File: config.mk
export PLATFORM = sky130hd
export DESIGN_NAME = buzz_sched
export DESIGN_NICKNAME = d
export VERILOG_FILES = /design/src/rtl/buzz_sched_pkg.sv /design/src/rtl/buzz_sched_ms_tick_gen.sv /design/src/rtl/buzz_sched.sv
export SDC_FILE = /design/constraint.sdc
export NUM_CORES = 1
export LEC_CHECK = 0
export ABC_AREA = 1
export BUFFER_PORTS_ARGS = -buffer_cell sky130_fd_sc_hd__buf_4
export CAP_MARGIN = 20
export CORE_MARGIN = 3
export CORE_UTILIZATION = 25
export CTS_CLUSTER_SIZE = 10
export DETAILED_ROUTE_END_ITERATION = 10
export PLACE_DENSITY = 0.46
export SKIP_CTS_REPAIR_TIMING = 1
export SYNTH_ARGS = -nofsm -noshare
export SYNTH_HDL_FRONTEND = slang
export SYNTH_SLANG_ARGS = --single-unit
export TNS_END_PERCENT = 1
File: constraint.sdc
create_clock -name clk -period 3 [get_ports clk]
set_input_delay 0.15 -clock clk [delete_from_list [all_inputs] [get_ports clk]]
set_output_delay 0.15 -clock clk [all_outputs]
set_load 0.05 [all_outputs]
File: src/rtl/buzz_sched_pkg.sv
// buzz_sched_pkg: shared state encoding, owner codes and time constants for the buzzer scheduler
package buzz_sched_pkg;
  typedef enum logic [2:0] {IDLE, CLICK, CHIME, RING_ON, RING_OFF, SNOOZE} state_t;
  localparam logic [1:0] SRC_NONE = 2'd0;
  localparam logic [1:0] SRC_CLICK = 2'd1;
  localparam logic [1:0] SRC_CHIME = 2'd2;
  localparam logic [1:0] SRC_ALARM = 2'd3;
  localparam int MS_PER_S = 1000;
  function automatic logic is_ring(state_t s);
    return s == RING_ON || s == RING_OFF;
  endfunction
endpackage

File: src/rtl/buzz_sched_ms_tick_gen.sv
// ms_tick_gen: divides clk by MS_DIV into a 1-cycle tick, restartable by a synchronous clear
module ms_tick_gen #(
  parameter int MS_DIV = 50000
) (
  input  logic clk,
  input  logic rst,
  input  logic clr,
  output logic tick
);
  localparam int PW = MS_DIV > 1 ? $clog2(MS_DIV) : 1;
  localparam logic [PW-1:0] LAST = PW'(MS_DIV - 1);
  logic [PW-1:0] pre;
  assign tick = pre == LAST;
  // prescaler restarts on clear so the first tick arrives MS_DIV cycles after a state entry
  always_ff @(posedge clk or posedge rst)
    if (rst) pre <= '0;
    else pre <= (clr || tick) ? '0 : pre + 1'b1;
endmodule

File: src/rtl/buzz_sched.sv
// buzz_sched: arbitrates the buzzer between alarm ring, hourly chime and key click
module buzz_sched
  import buzz_sched_pkg::*;
#(
  parameter int MS_DIV      = 50000,
  parameter int CLICK_MS    = 30,
  parameter int CHIME_MS    = 200,
  parameter int RING_ON_MS  = 500,
  parameter int RING_OFF_MS = 500,
  parameter int RING_S      = 60,
  parameter int SNOOZE_S    = 300
) (
  input  logic       clk,
  input  logic       rst,
  input  logic       i_alarm_en,
  input  logic       i_alarm_hit,
  input  logic       i_hour_wrap,
  input  logic       i_key_pulse,
  input  logic       i_snooze,
  input  logic       i_dismiss,
  output logic       o_buzz_en,
  output logic [1:0] o_src,
  output logic       o_ringing,
  output logic       o_snoozed
);
  localparam int MW = $clog2(MS_PER_S);
  localparam int SMAX = RING_S > SNOOZE_S ? RING_S : SNOOZE_S;
  localparam int SW = $clog2(SMAX + 1);
  localparam logic [MW-1:0] CLICK_T = MW'(CLICK_MS - 1);
  localparam logic [MW-1:0] CHIME_T = MW'(CHIME_MS - 1);
  localparam logic [MW-1:0] ON_T = MW'(RING_ON_MS - 1);
  localparam logic [MW-1:0] OFF_T = MW'(RING_OFF_MS - 1);
  localparam logic [MW-1:0] SUB_T = MW'(MS_PER_S - 1);
  localparam logic [SW-1:0] RING_T = SW'(RING_S - 1);
  localparam logic [SW-1:0] SNOOZE_T = SW'(SNOOZE_S - 1);
  state_t state, nxt;
  logic hit_q, trig, tick, clr, sclr, timed, sec_wrap, stop;
  logic [MW-1:0] ms_cnt, sub_ms;
  logic [SW-1:0] sec;
  assign trig = i_alarm_hit && !hit_q && i_alarm_en;
  assign stop = i_dismiss || !i_alarm_en;
  assign timed = is_ring(state) || state == SNOOZE;
  assign sec_wrap = tick && sub_ms == SUB_T;
  assign clr = nxt != state;
  assign sclr = clr && !(is_ring(state) && is_ring(nxt));
  ms_tick_gen #(.MS_DIV(MS_DIV)) u_tick (.clk(clk), .rst(rst), .clr(clr), .tick(tick));
  // next-state selection; earlier branches win when requests coincide
  always_comb begin
    nxt = state;
    case (state)
      IDLE:     nxt = trig ? RING_ON : i_hour_wrap ? CHIME : i_key_pulse ? CLICK : IDLE;
      CLICK:    nxt = trig ? RING_ON : i_hour_wrap ? CHIME : (tick && ms_cnt == CLICK_T) ? IDLE : CLICK;
      CHIME:    nxt = trig ? RING_ON : (tick && ms_cnt == CHIME_T) ? IDLE : CHIME;
      RING_ON:  nxt = stop ? IDLE : i_snooze ? SNOOZE : (sec_wrap && sec == RING_T) ? IDLE :
                      (tick && ms_cnt == ON_T) ? RING_OFF : RING_ON;
      RING_OFF: nxt = stop ? IDLE : i_snooze ? SNOOZE : (sec_wrap && sec == RING_T) ? IDLE :
                      (tick && ms_cnt == OFF_T) ? RING_ON : RING_OFF;
      SNOOZE:   nxt = stop ? IDLE : (sec_wrap && sec == SNOOZE_T) ? RING_ON : SNOOZE;
      default:  nxt = IDLE;
    endcase
  end
  // alarm edge register starts high so a hit already present at reset release is ignored
  always_ff @(posedge clk or posedge rst)
    if (rst) hit_q <= 1'b1;
    else hit_q <= i_alarm_hit;
  // phase ms counter restarts on every state change; second timebase survives ring on/off toggles
  always_ff @(posedge clk or posedge rst)
    if (rst) begin
      ms_cnt <= '0;
      sub_ms <= '0;
      sec <= '0;
    end else begin
      ms_cnt <= clr ? '0 : (tick && state != IDLE) ? ms_cnt + 1'b1 : ms_cnt;
      sub_ms <= sclr ? '0 : (tick && timed) ? (sec_wrap ? '0 : sub_ms + 1'b1) : sub_ms;
      sec <= sclr ? '0 : (sec_wrap && timed) ? sec + 1'b1 : sec;
    end
  // state register with outputs decoded from the next state so they change together with it
  always_ff @(posedge clk or posedge rst)
    if (rst) begin
      state <= IDLE;
      o_buzz_en <= 1'b0;
      o_src <= SRC_NONE;
      o_ringing <= 1'b0;
      o_snoozed <= 1'b0;
    end else begin
      state <= nxt;
      o_buzz_en <= nxt == CLICK || nxt == CHIME || nxt == RING_ON;
      o_src <= nxt == IDLE ? SRC_NONE : nxt == CLICK ? SRC_CLICK : nxt == CHIME ? SRC_CHIME : SRC_ALARM;
      o_ringing <= is_ring(nxt);
      o_snoozed <= nxt == SNOOZE;
    end
endmodule

==> metrics.csv <==
metric,value,unit
status,"complete, no violations",
largest net degree at the start of global routing,55,
leading area contributor after synthesis,dfrtp_1,
top post-synthesis cells by area,"dfrtp_1 41%, nand2_1 8.5%, nor2_1 7.0%",
Mapped Area,3250,um2
Crit-path slowest cell,dfrtp_1,
die width,120,um
predominant post-synthesis flop cell,dfrtp_1,
post-route setup slack,0.438,ns
total congestion overflow,0,
# fillers,1380,
worst hold path class,in2async,
Via Count,2646,
placed cell area,3540,um2
max_slew headroom,0.538,
Core Region,12700,um2
Worst path max stage delay,0.37,ns
"count leader, synth",nand2_1,
initial antenna violation count,0,
Netlist cell types,36,
placed wire-length estimate,5070,um
Post-Layout Cell Count,604,
H-tree Lvls,2,
Setup crit end kind,flip-flop,
Final Instance Area,3680,um2
TNS Setup,0,ns
I/O Buffers,12,
most frequent CP cell,nand2_1,
final hold vios,0,
Leak Pwr,1.53,nW
pwr/cell area,597,nW/um2
sequential cell area,1350,um2
crit path launch type,flip-flop,
Post-Place Worst Slack,0.427,ns
Post-synth ARST share,1.00,
Final min period,2.56,ns
first-pass GRT wire length,12000,um
Iter 0 DRT Violations,115,
Crit path buffers/inverters,2,
top post-synthesis cells by count,"74 x nand2_1, 61 x nor2_1, 53 x dfrtp_1",
Layout Utilization,0.291,
number of global-route vias before repair,2589,
mean post-synth cell area,7.84,um2
Synth top area share,0.408,
"delay-heaviest family, CP",simple AND/OR/NAND/NOR gates,
clock root cell,clkbuf_16,
final max-slew violation count,0,
Clock Path Buffers,2,
worst path cell trace,ha_1 -> nand3_2 -> inv_2 -> nand2_1 -> nor2_1 -> nand3_1 -> nand2_1 -> nand2_1 -> nand3_1 -> nand3_2 -> nor2_1 -> nor2_4 -> nand2_2 -> buf_12 -> a21oi_1,
Ant. Diodes,0,
number of synthesized flops with an enable pin,0,
Worst EP required,3.16,ns
CTS tree,done,
"Clk pin slew, worst setup/hold paths",0.07,ns
syn nets,428,
Max Cap Viol,0,
"antenna viol nets, final",0,
register area share after synthesis,0.416,
I/O pin count,13,
Die ar.,14400,um2
total power,2.20,mW
drt drc,0,
Final Net Count,445,
Worst Path Arrival,2.73,ns
synth-to-layout area growth,13.2,%
Post-Synthesis Cells,415,
Fmax achieved,0.390,GHz
CP max FO,16,
Synth Register Bits,54,
fin crit share,0.854,
RSZ-0062 raised after global routing,no,
layout cell share with drive strength beyond 1,0.155,
Sink Count,54,
WL final,6830,um
clock skew,0.00374,ns
worst skew pair latency,0.29,ns
vias per inst,4.38,
crit path kind,reg2reg,
Synth warnings,0,
final setup violation count,0,
Die H,120,um
Worst Tran Pin Value,0.693,ns
Hold Slack,0.0574,ns
Tot GR Track Use,0.101,
placed instance count,596,
WL/cell,11.3,um
drt pass-1 iters,4,
FP Rows,41,
Num CTS Buffers,5,
Starting Density,0.257,
multi-input logic area,1640,um2
maximum vdd drop,0.000427,V
Routability Congestion,0.794,
==> flip-flops by register name (all words and copies together), names as in the netlist <==
name / count
o_snoozed: 1
state: 3
u_tick.pre: 16
o_ringing: 1
ms_cnt: 10
o_buzz_en: 1
sec: 9
hit_q: 1
o_src: 2
sub_ms: 10
==> worst paths after layout <==
| check | start | end | slack (ns) | depth (start not counted) |
|---|---|---|---|---|
| min reg2reg | u_tick.pre[0] | u_tick.pre[0] | 0.46 | 1 |
| max in group asynchronous | rst | u_tick.pre[6] | 2.49 | 3 |
| max | u_tick.pre[0] | sub_ms[1] | 0.44 | 15 |
| min | rst | ms_cnt[0] | 0.06 | 3 |
| max reg2reg | u_tick.pre[0] | sub_ms[1] | 0.44 | 15 |
| min in group clk | i_hour_wrap | o_src[1] | 0.27 | 5 |
==> report_power, final <==
part	switching, mW	total [mW]	leakage [nW]	internal (mW)
logic	0.603	0.826	0.718	0.223
registers	0.0401	0.822	0.739	0.782
clock network	0.251	0.553	0.0694	0.302
total	0.894	2.20	1.53	1.31
==> cells in the final DEF (no fill, tap or decap), drive strengths merged, types with 6 or more instances in the layout <==
| master | n |
|---|---|
| a21oi | 27 |
| buf | 14 |
| dfrtp | 53 |
| inv | 55 |
| nand2 | 82 |
| nand3 | 30 |
| nand4 | 11 |
| nor2 | 73 |
| nor3 | 26 |
| o21ai | 10 |
| xnor2 | 6 |
| xor2 | 16 |
==> per-layer routing <==
metal,vias up,share of wire,GRT usage
li1,1376,-,-
met4,0,0.019,0.0372
met1,1229,0.51,0.142
met3,10,0.030,0.0184
met5,-,0,0
met2,31,0.45,0.156
==> kinds of logic after synthesis <==
group / Yosys count / share of synthesized area
multiplexers: 1 / 0.00308
XOR/XNOR: 22 / 0.0592
AND/OR/NAND/NOR: 229 / 0.354
AO/OA/AOI/OAI: 42 / 0.0688
adder cells (fa/ha/maj): 5 / 0.0192
flip-flops: 54 / 0.416
buffers and inverters: 62 / 0.0804
==> layout make-up <==
| type | count | area share |
|---|---|---|
| flip-flops and latches | 54 | 0.367 |
| clock buffers | 5 | 0.0340 |
| well taps | 172 | 0.0584 |
| repair buffers | 15 | 0.0346 |
| inverters | 57 | 0.0581 |
| multi-input cells | 299 | 0.445 |
| clock inverters | 2 | 0.00272 |
==> worst reg2reg max path, stage by stage, from the launching register on <==
cell and delay [ns]:
dfrtp_1 0.37, ha_1 0.22, nand3_2 0.11, inv_2 0.08
nand2_1 0.08, nor2_1 0.24, nand3_1 0.14, nand2_1 0.08
nand2_1 0.06, nand3_1 0.08, nand3_2 0.12, nor2_1 0.20
nor2_4 0.06, nand2_2 0.29, buf_12 0.22, a21oi_1 0.09
Note: power is estimated with default switching activity, not from simulation.
